<file path="src/rtl/emu_osc_gen.sv">
// Emulated-time oscillator: asks for the time left to its next edge each
// emu_clk and toggles once the granted timestep uses that time up.
module emu_osc_gen #(
  parameter int DT_WIDTH  = 27,
  parameter int T_LO_DEF  = 100,
  parameter int T_HI_DEF  = 100,
  parameter int CNT_WIDTH = 32
) (
  input  logic                 emu_clk,
  input  logic                 emu_rst,
  input  logic [DT_WIDTH-1:0]  t_lo,
  input  logic [DT_WIDTH-1:0]  t_hi,
  input  logic [DT_WIDTH-1:0]  emu_dt,
  output logic [DT_WIDTH-1:0]  dt_req,
  output logic                 clk_val,
  output logic                 cke_rise,
  output logic [CNT_WIDTH-1:0] edge_cnt,
  output logic                 dt_err
);

  typedef enum logic {LO = 1'b0, HI = 1'b1} state_t;

  localparam logic [DT_WIDTH-1:0] ONE = DT_WIDTH'(1);
  // A zero default would request dt=0 and stall the emulator.
  localparam logic [DT_WIDTH-1:0] LO_RST =
    (T_LO_DEF < 1) ? ONE : DT_WIDTH'(T_LO_DEF);
  localparam logic [CNT_WIDTH-1:0] CNT_ONE = CNT_WIDTH'(1);

  state_t                 state_q, state_d;
  logic [DT_WIDTH-1:0]    rem_q, rem_d;
  logic [DT_WIDTH-1:0]    lo_c, hi_c;
  logic [CNT_WIDTH-1:0]   cnt_q, cnt_d;
  logic                   err_q, err_d;
  logic                   hit;

  // Durations are sampled at the edge that starts the next half-period.
  always_comb begin
    lo_c = (t_lo == '0) ? ONE : t_lo;
    hi_c = (t_hi == '0) ? ONE : t_hi;
  end

  // Next-state: consume the grant or toggle when it covers the remainder.
  always_comb begin
    state_d = state_q;
    rem_d   = rem_q;
    cnt_d   = cnt_q;
    err_d   = err_q;
    hit     = (emu_dt >= rem_q);
    if (hit) begin
      cnt_d = cnt_q + CNT_ONE;
      if (emu_dt > rem_q) err_d = 1'b1;
      if (state_q == LO) begin
        state_d = HI;
        rem_d   = hi_c;
      end else begin
        state_d = LO;
        rem_d   = lo_c;
      end
    end else begin
      rem_d = rem_q - emu_dt;
    end
  end

  // State register with synchronous reset.
  always_ff @(posedge emu_clk) begin
    if (emu_rst) begin
      state_q <= LO;
      rem_q   <= LO_RST;
      cnt_q   <= '0;
      err_q   <= 1'b0;
    end else begin
      state_q <= state_d;
      rem_q   <= rem_d;
      cnt_q   <= cnt_d;
      err_q   <= err_d;
    end
  end

  // Outputs come straight from state, except the rising-edge enable.
  always_comb begin
    dt_req   = rem_q;
    clk_val  = (state_q == HI);
    edge_cnt = cnt_q;
    dt_err   = err_q;
    cke_rise = (state_q == LO) && hit && !emu_rst;
  end

endmodule
</file>
<file path="config.mk">
export PLATFORM = sky130hd
export DESIGN_NAME = emu_osc_gen
export DESIGN_NICKNAME = d
export VERILOG_FILES = /design/src/rtl/emu_osc_gen.sv
export SDC_FILE = /design/constraint.sdc
export NUM_CORES = 1
export LEC_CHECK = 0
export CORE_MARGIN = 3
export CORE_UTILIZATION = 35
export DETAILED_ROUTE_END_ITERATION = 16
export PLACE_DENSITY = 0.59
export SETUP_SLACK_MARGIN = 0.2
export SLEW_MARGIN = 20
export SYNTH_ARGS = -nofsm -noshare
export SYNTH_HDL_FRONTEND = slang
export SYNTH_SLANG_ARGS = --single-unit
export TNS_END_PERCENT = 1
</file>
<file path="constraint.sdc">
create_clock -name emu_clk -period 5 [get_ports emu_clk]
set_input_delay 1 -clock emu_clk [delete_from_list [all_inputs] [get_ports emu_clk]]
set_output_delay 1 -clock emu_clk [all_outputs]
set_load 0.01 [all_outputs]
</file>
; ---- Yosys cells after proc, flatten, opt, wreduce, memory -nomap -nowiden
; Index checks and enable logic that the tools add are counted.
[word_totals]
regBits = 61
input_bits = 83
[op_classes]
addsub = 2
order_cmp = 2
muxes = 5
bitwise_logic = 1
reduce_logical = 6
[ops]
columns = operator, count
row1 = $mux 27, 4
row2 = $logic_not 27->1, 2
row3 = $add 32x1->32 const B, 1
row4 = $ge 27x27->1, 1
row5 = $gt 27x27->1, 1
row6 = $sub 27x27->27, 1
row7 = $logic_and 1x1->1, 2
row8 = $reduce_and 2->1, 1
row9 = $logic_not 1->1, 1
row10 = $mux 1, 1
row11 = $not 1->1, 1

; ---- Logic depth before layout (Yosys ltp)
; Gate-level depths: netlist (run 1).
[logic_depth]
word_depth = 4
mapped_depth = 14
ltp_nobuf = 12

; ---- Worst setup path before layout (run 1)
; No wires, ideal clock.
[synth_path]
path_type = input to output
from = input emu_dt[1]
to = output cke_rise
arrival_time_ns = 3.159
required_ns = 4.000
slack_ns = 0.841
cell_stages = 11
n_path_buf = 2
cell_sequence = inv_1 > ha_1 > nor2b_1 > o31a_1 > o31ai_1 > a21oi_1 > a21oi_4 > o21ai_2 > buf_6 > clkbuf_1 > nor3_1
[synth_between]
elab_chain_cells = 3
[synth_lines]
columns = element, line
row1 = from (decl), 13  ; input logic [DT_WIDTH-1:0] emu_dt,
row2 = $ge 27x27->1, 48  ; hit = (emu_dt >= rem_q);
row3 = $logic_and 1x1->1 (2 in a row), 85  ; cke_rise = (state_q == LO) && hit && !emu_rst;
row4 = to (decl), 16  ; output logic cke_rise,
; No other way between the ends.

; ---- Worst setup path in the final report (run 1)
[layout_path]
from = input emu_dt[6]
to = output cke_rise
; Same word-level chain as after synthesis.

==> results of run 1 <==
-- registers in the layout, indices dropped and copies added, names as in the netlist --
| name | cells |
|---|---|
| clk_val | 1 |
| edge_cnt | 32 |
| dt_req | 27 |
| dt_err | 1 |
-- where the power goes --
part,internal (mW),total (mW),switching [mW]
combinational,0.744,1.58,0.834
sequential,0.593,0.726,0.134
clock,0.436,0.672,0.235
total,1.77,2.98,1.20
-- critical path, cell delays in order --
cell and delay, ns:
clkdlybuf4s50_1 0.46, inv_1 0.05, ha_1 0.40, nand4_1 0.22
nor3_1 0.30, o31ai_2 0.13, a21oi_1 0.29, a21oi_4 0.10
o21ai_2 0.15, nor3_1 0.06, dlymetal6s2s_1 0.24
-- cell families after synthesis --
family | share of synthesized area
AOI/OAI and AO/OA | 0.227
and+or+nand+nor | 0.225
xor gates and xnor gates | 0.0546
DFF | 0.272
muxes | 0.0666
buffers and inverters | 0.0727
adders and majority gates | 0.0825
-- routing by layer --
metal	GRT usage	vias up
met5	0	-
met3	0.0551	18
met1	0.278	2224
met4	0.0587	0
met2	0.332	144
li1	-	2350
-- worst min-delay path by stage --
stage | depth (start not counted) | to | slack [ns]
floorplan | 2 | edge_cnt[1]$_SDFFE_PP0N_ | 0.50
global placement | 2 | edge_cnt[14]$_SDFFE_PP0N_ | 0.48
detailed placement | 2 | edge_cnt[1]$_SDFFE_PP0N_ | 0.49
CTS | 2 | edge_cnt[6]$_SDFFE_PP0N_ | 0.50
global route | 2 | edge_cnt[1]$_SDFFE_PP0N_ | 0.53
finish | 2 | edge_cnt[6]$_SDFFE_PP0N_ | 0.49
-- Yosys cell counts, types with 4 or more instances --
library cell | n | share of area
nand2b_1 | 4 | 0.0056
a21o_1 | 7 | 0.012
a211oi_1 | 22 | 0.037
mux2_2 | 5 | 0.013
xor2_1 | 9 | 0.018
nor2_1 | 53 | 0.044
o21ai_0 | 15 | 0.017
and3_1 | 6 | 0.0084
nor2b_1 | 10 | 0.014
nand2_1 | 35 | 0.029
ha_1 | 28 | 0.078
nor3_1 | 15 | 0.017
o21a_1 | 5 | 0.0084
clkbuf_1 | 17 | 0.014
or4_1 | 11 | 0.018
buf_2 | 9 | 0.010
nand4_1 | 9 | 0.013
dfxtp_1 | 61 | 0.27
or3_1 | 9 | 0.013
xnor2_1 | 19 | 0.037
a21oi_1 | 43 | 0.048
mux2i_1 | 22 | 0.049
o211ai_1 | 4 | 0.0067
nand3_1 | 23 | 0.026
o31ai_1 | 8 | 0.013
nor4_1 | 15 | 0.021
inv_1 | 49 | 0.041
a211o_1 | 4 | 0.0078
-- cells in the final DEF (no fill, tap or decap), drive strengths merged, types with 4 or more instances in the layout --
cell             n
clkbuf          10
ha              28
buf              8
mux2i           22
a211o            4
and3             6
dfxtp           61
nor2            53
a21oi           44
nor4            15
xor2             9
o21a             5
nand3           23
nor2b           10
nor3            15
clkinv           4
a21o             7
or4             11
inv             49
nand4            9
mux2             7
nand2b           4
clkdlybuf4s50  142
a211oi          23
o31ai            8
nand2           35
or3              9
xnor2           19
o21ai           17
o211ai           4
-- per-stage QoR --
| stage | power (mW) | hold slack, ns | setup slack, ns |
|---|---|---|---|
| 6_report | 2.98 | 0.494 | 0.585 |
| 4_1_cts | 3.00 | 0.498 | 0.251 |
| 2_1_floorplan | 1.76 | 0.504 | 0.841 |
| 3_3_place_gp | 2.29 | 0.478 | 0.278 |
| 5_1_grt | 3.19 | 0.526 | 0.371 |
| 3_5_place_dp | 2.30 | 0.489 | 0.248 |
-- what timing repair did --
| action | CTS | global route |
|---|---|---|
| resized for setup | 1 | 1 |
| gates cloned | 0 | 0 |
| setup endpoints to repair | 1 | 1 |
| hold buffers | 0 | 0 |
| setup buffers | 0 | 0 |
-- final cells by class --
class / count / share of cell area
clock buffers: 10 / 0.0359
clock inverters: 6 / 0.0137
inverters: 49 / 0.0289
multi-input cells: 431 / 0.463
flip-flops and latches: 61 / 0.192
well taps: 168 / 0.0330
repair buffers: 151 / 0.234
==> results.toml, run 1 <==
[cells_and_area]
regArea_um2 = 1220
drive_gt1_frac = 0.0551
nFillCells = 1200
syn_to_final_growth_pct = 41.9
final_area_um2 = 6370
antennaDiodeCount = 0
finalNonFillerCells = 876
nets = 815
final_util = 0.520
multi_input_area_um2 = 2950

[floorplanning]
core_um2 = 12300
io_pins = 145
num_rows = 40
initial_core_util = 0.366
die_area_um2 = 14200
die_h_um = 119
fp.dieW_um = 119

[hold_path]
hold_start = "edge_cnt[6]$_SDFFE_PP0N_"
holdCritPathClass = "register to register"

[placement]
io_buffers = 144
placed_area_um2 = 6050
finalWeightedCongestion = 0.836
dp_cells = 860
hpwl_um = 11200

[timing]
finalSetupViolCount = 0
period_share = 0.883
tightest_slew_ns = 0.934
finalClockSkew_ns = 0.0101
min_period_ns = 4.42
max_freq_mhz = 226
max_slew_margin = 0.377
final_max_slew_viol_count = 0
finalHoldViolCount = 0
tns_ns = 0
rsz0062_at_grt = "false"

[route]
wl_per_cell_um = 16.8
dr_total_vias = 4736
wl_met1_um = 6830
routed-wl-met2_um = 6690
highest_layer = "met4"
drt_wl_total_um = 14800
first_pass_iters = 4
via_per_inst = 5.41
drc_errors = 0
ant_nets = 0
wl_met3_um = 990
drtIter0Drc = 179

[yosys]
synth_edf_count = 0
seq_area_frac_synth = 0.272
synth_ff_type = "dfxtp_1"
synthCells = 571
synthArstFlopShare = 0
yosys.cell_types.count = 63
synthesis.area_um2 = 4490
yosysWarnings = 0
ys_ff_latch = 61
synth_area_per_cell_um2 = 7.87
syn-num-nets = 683

[cts]
clockBufferDepth = 2
cts_sinks = 61
clkTransAtPathRegs_ns = 0.06
cts_made_buffers = 9
root_buffer = "clkbuf_16"
cts-htree-levels = 3
clk-insertion-delay-late_ns = 0.33
cts_tree = "done"

[global_routing]
gr-total-overflow = 0
antenna_found_initial = 0
grt_pass1_wl_um = 24400
grt_pass1_vias = 4813
track_usage = 0.209
grt_max_degree = 76

[critical_path]
worst-path-max-fanout = 7
critical_path.startpoint = "emu_dt[6]"
endpoint = "cke_rise"
crit_required_ns = 4.00
reg2reg_slack_ns = 1.75
rr_endpoint = "dt_req[0]$_SDFF_PP0_"
worstSetupPathType = "input pin to primary output"
crit_path_end_kind = "primary output"
reg2reg_depth = 11
r2r-start = "dt_req[6]$_SDFF_PP1_"
arrival_ns = 3.42
start_kind = "input pin"

[status]
status = "completed"

[pwr]
ir_drop_mv = 0.181
power_density_nw_per_um2 = 467
p_leak_nw = 2.50

[run]
cap_violations = 0
Power figures use the tool's default switching activity.
==> run 2, diff against run 1 <==
==> constraint.sdc (replaced) <==
create_clock -name emu_clk -period 5 [get_ports emu_clk]
set_input_delay 1 -clock emu_clk [delete_from_list [all_inputs] [get_ports emu_clk]]
set_output_delay 1 -clock emu_clk [all_outputs]
set_load 0.02 [all_outputs]
==> results.toml, run 2 (same netlist as run 1, synthesis figures left out) <==
[status]
status = "completed"

[timing]
max_freq_mhz = 221
max_slew_margin = 0.383
finalSetupViolCount = 0
min_period_ns = 4.52
rsz0062_at_grt = "false"
tns_ns = 0
finalClockSkew_ns = 0.00842
period_share = 0.904
finalHoldViolCount = 0
final_max_slew_viol_count = 0
tightest_slew_ns = 0.926

[cells_and_area]
syn_to_final_growth_pct = 41.4
antennaDiodeCount = 0
most-common-layout-cells = "clkdlybuf4s50_1, dfxtp_1, nor2_1, inv_1, a21oi_1"
drive_gt1_frac = 0.0577
mostFrequentLayoutCell = "clkdlybuf4s50_1"
nFillCells = 1218
final_util = 0.518
nets = 818
largest_reg_flops = 32

[floorplanning]
fp.dieW_um = 119
die_area_um2 = 14200
core_um2 = 12300
io_pins = 145
initial_core_util = 0.366
die_h_um = 119
num_rows = 40

[critical_path]
worstPathCellList = "clkdlybuf4s50_1 -> inv_1 -> ha_1 -> nor2b_1 -> o31a_1 -> o31ai_1 -> a21oi_1 -> a21oi_4 -> o21ai_2 -> nor3_1 -> dlygate4sd2_1"
worstSetupPathType = "input pin to primary output"
crit_required_ns = 4.00
crit_path_end_kind = "primary output"
arrival_ns = 3.52
worst-path-max-fanout = 4
slowest_stage = "clkdlybuf4s50_1"
cp_slowest_stage_delay_ns = 0.46
start_kind = "input pin"

[route]
drtIter0Drc = 172
wl_per_cell_um = 16.7
via_per_inst = 5.46
drt_wl_total_um = 14700
ant_nets = 0
first_pass_iters = 5
drc_errors = 0
dr_total_vias = 4799

[cts]
cts-htree-levels = 3
cts_sinks = 61
clkTransAtPathRegs_ns = 0.05
cts_setup_buffers = 0
root_buffer = "clkbuf_16"
clk-insertion-delay-late_ns = 0.33
clockBufferDepth = 2
cts_tree = "done"
cts_made_buffers = 9

[global_routing]
grt_pass1_vias = 4720
grt_pass1_wl_um = 24000
track_usage = 0.206
antenna_found_initial = 0
grt_max_degree = 76
gr-total-overflow = 0

[pwr]
ir_drop_mv = 0.232
power_density_nw_per_um2 = 467
p_leak_nw = 2.48

[run]
cap_violations = 0

[placement]
io_buffers = 144
finalWeightedCongestion = 0.857
hpwl_um = 11200

[hold_path]
holdCritPathClass = "register to register"
## run 2: metrics by stage
stage	hold slack (ns)	std cells	cell area, um^2	worst slack (ns)	total power [mW]
final	0.493	879	6350	0.481	2.96
after global placement	0.476	863	6090	0.212	2.40
after CTS	0.496	879	6350	0.461	2.98
after global routing	0.516	879	6350	0.261	3.18
after floorplan	0.557	571	4490	0.644	1.84
after detailed placement	0.488	863	6090	0.185	2.40
## run 2: worst paths after layout
kind / end / cells past startpoint / start / slack (ns)
hold / removal: edge_cnt[6]$_SDFFE_PP0N_ / 2 / edge_cnt[6]$_SDFFE_PP0N_ / 0.49
hold reg to reg: edge_cnt[6]$_SDFFE_PP0N_ / 2 / edge_cnt[6]$_SDFFE_PP0N_ / 0.49
setup reg to reg: dt_req[22]$_SDFF_PP0_ / 12 / dt_req[0]$_SDFF_PP0_ / 1.76
setup / recovery: cke_rise / 11 / emu_dt[1] / 0.48
## run 2: repair_timing
item	4_1_cts	5_1_grt
resized for setup	1	0
endpoints found under the setup margin	1	0
hold buffers	0	0
## run 2: worst max-delay path: cells and delay by family
family / cells / cell delay [ns]
adders and majority gates: 1 / 0.30
AOI/OAI and AO/OA: 5 / 1.03
buffers and inverters: 3 / 0.93
and+or+nand+nor: 2 / 0.26
## run 2: layout make-up
type                    count  area (um^2)  area share
multi-input cells         431         2950       0.464
repair buffers            154         1520       0.240
flip-flops and latches     61         1220       0.192
clock buffers              10          229      0.0360
well taps                 168          210      0.0331
inverters                  49          184      0.0289
clock inverters             6         40.0     0.00630
## run 2: routing by layer
metal  wire length [um]  part of all wire  GRT usage  up-vias
met2               6600              0.45      0.334      179
met5                  0                 0          0        -
li1                   -                 -          -     2369
met3               1290             0.088     0.0546       22
met1               6540              0.45      0.266     2229
met4                246             0.017     0.0630        0
## run 2: report_power, final
group	switching, mW	internal [mW]	leakage, nW
combinational	0.917	0.764	1.86
sequential	0.130	0.593	0.501
clock	0.228	0.333	0.120
total	1.27	1.69	2.48
==> run 3, diff against run 2 <==
- CORE_UTILIZATION: 35 -> 24
- PLACE_DENSITY: 0.59 -> 0.43
==> results.toml, run 3 (same netlist as run 1, synthesis figures left out) <==
[cells_and_area]
regArea_um2 = 1220
nFillCells = 1880
final_area_um2 = 6500
mostFrequentLayoutCell = "clkdlybuf4s50_1"
antennaDiodeCount = 0
nets = 823
largest_reg_flops = 32
finalNonFillerCells = 943
drive_gt1_frac = 0.0658
syn_to_final_growth_pct = 44.6
most-common-layout-cells = "clkdlybuf4s50_1, dfxtp_1, nor2_1, inv_1, a21oi_1"
multi_input_area_um2 = 2950
final_util = 0.358

[pwr]
intPower_mw = 1.77
switching_power_mw = 1.31
p_leak_nw = 2.52
ir_drop_mv = 0.224
power_mw = 3.08
p_comb_frac = 0.561
power_frac_seq = 0.235
power_density_nw_per_um2 = 475
swShare = 0.426
clkPwrFrac = 0.205

[critical_path]
cp_slowest_stage_delay_ns = 0.46
start_kind = "input pin"
worstSetupPathType = "input pin to primary output"
worst-path-max-fanout = 4
cpMostUsedCell = "nor3_1"
crit_path_end_kind = "primary output"
worstPathCellList = "clkdlybuf4s50_1 -> inv_1 -> ha_1 -> buf_4 -> nand4_1 -> nor3_1 -> o31ai_2 -> a21oi_2 -> a21oi_4 -> o21ai_2 -> nor3_1 -> dlygate4sd2_1"
arrival_ns = 3.58
slowest_stage = "clkdlybuf4s50_1"
cpLargestDelayFamily = "buffers and inverters"
crit_required_ns = 4.00
crit_buf_inv = 4

[timing]
min_period_ns = 4.58
max_freq_mhz = 218
finalClockSkew_ns = 0.00819
period_share = 0.917
max_slew_margin = 0.306
final_max_slew_viol_count = 0
finalHoldViolCount = 0
hold_ws_ns = 0.494
rsz0062_at_grt = "false"
tns_ns = 0
finalWorstSetupSlack_ns = 0.415
tightest_slew_ns = 1.04
finalSetupViolCount = 0

[global_routing]
grt_max_degree = 76
antenna_found_initial = 0
track_usage = 0.158
grt_pass1_vias = 4761
grt_pass1_wl_um = 25300
gr-total-overflow = 0

[route]
ant_nets = 0
drt_wl_total_um = 16200
dr_total_vias = 4724
wl_per_cell_um = 17.2
via_per_inst = 5.01
drc_errors = 0
drtIter0Drc = 290
first_pass_iters = 4

[placement]
io_buffers = 144
finalWeightedCongestion = 0.829
place_ws_ns = 0.0123
placed_area_um2 = 6200
dp_cells = 929
hpwl_um = 12400

[floorplanning]
num_rows = 49
fp.dieW_um = 143
io_pins = 145
core_um2 = 18100
die_area_um2 = 20400
die_h_um = 143
initial_core_util = 0.248

[cts]
clk-insertion-delay-late_ns = 0.34
clockBufferDepth = 2
cts_made_buffers = 9
cts-hold-fix-buffers = 0
cts_tree = "done"
clkTransAtPathRegs_ns = 0.06
cts-htree-levels = 3
cts_sinks = 61
root_buffer = "clkbuf_16"

[status]
status = "completed"

[hold_path]
holdCritPathClass = "register to register"

[run]
cap_violations = 0
[run 3: cell types whose count changed in the layout (fill, tap and decap cells not counted)]
cell	delta
buf_4	+5
clkinvlp_4	-2
a21oi_1	-1
a21oi_2	+1
bufinv_16	+1
clkbuf_1	-1
clkbuf_8	+1
clkinv_2	-1
o31ai_1	-1
o31ai_2	+1
[run 3: area by class of cell]
| type | instances | share of cell area |
|---|---|---|
| multi-input cells | 431 | 0.455 |
| repair buffers | 159 | 0.240 |
| flip-flops and latches | 61 | 0.188 |
| well taps | 229 | 0.0441 |
| clock buffers | 10 | 0.0368 |
| inverters | 49 | 0.0283 |
| clock inverters | 4 | 0.00770 |
[run 3: what timing repair did]
item	in CTS	in global routing
endpoints found under the setup margin	1	1
pin swaps	0	0
setup buffers	0	0
gates resized for setup	1	2
[run 3: per-layer routing]
metal,up-vias,global-route usage,wire [um]
met3,12,0.0466,1070
li1,2370,-,-
met1,2203,0.209,7840
met5,-,0,0
met4,0,0.0430,182
met2,139,0.250,7130
[run 3: final timing paths]
kind,cells after the start,to,slack [ns],from
setup / recovery,12,cke_rise,0.42,emu_dt[6]
hold / removal,2,edge_cnt[6]$_SDFFE_PP0N_,0.49,edge_cnt[6]$_SDFFE_PP0N_
setup reg to reg,11,edge_cnt[29]$_SDFFE_PP0N_,1.67,dt_req[6]$_SDFF_PP1_
hold reg to reg,2,edge_cnt[6]$_SDFFE_PP0N_,0.49,edge_cnt[6]$_SDFFE_PP0N_
[run 3: power groups by stage]
| stage | Combinational [mW] | Clock [mW] | Sequential, mW |
|---|---|---|---|
| floorplan | 1.06 | 0 | 0.785 |
| global placement | 1.74 | 0 | 0.735 |
| detailed placement | 1.74 | 0 | 0.738 |
| CTS | 1.74 | 0.655 | 0.729 |
| global route | 1.89 | 0.680 | 0.747 |
| finish | 1.73 | 0.631 | 0.724 |
[run 3: worst min-delay path, delay by kind of cell (launching register included)]
family / cells / cell delay, ns
flip-flops: 1 / 0.33
AO/OA/AOI/OAI: 2 / 0.12
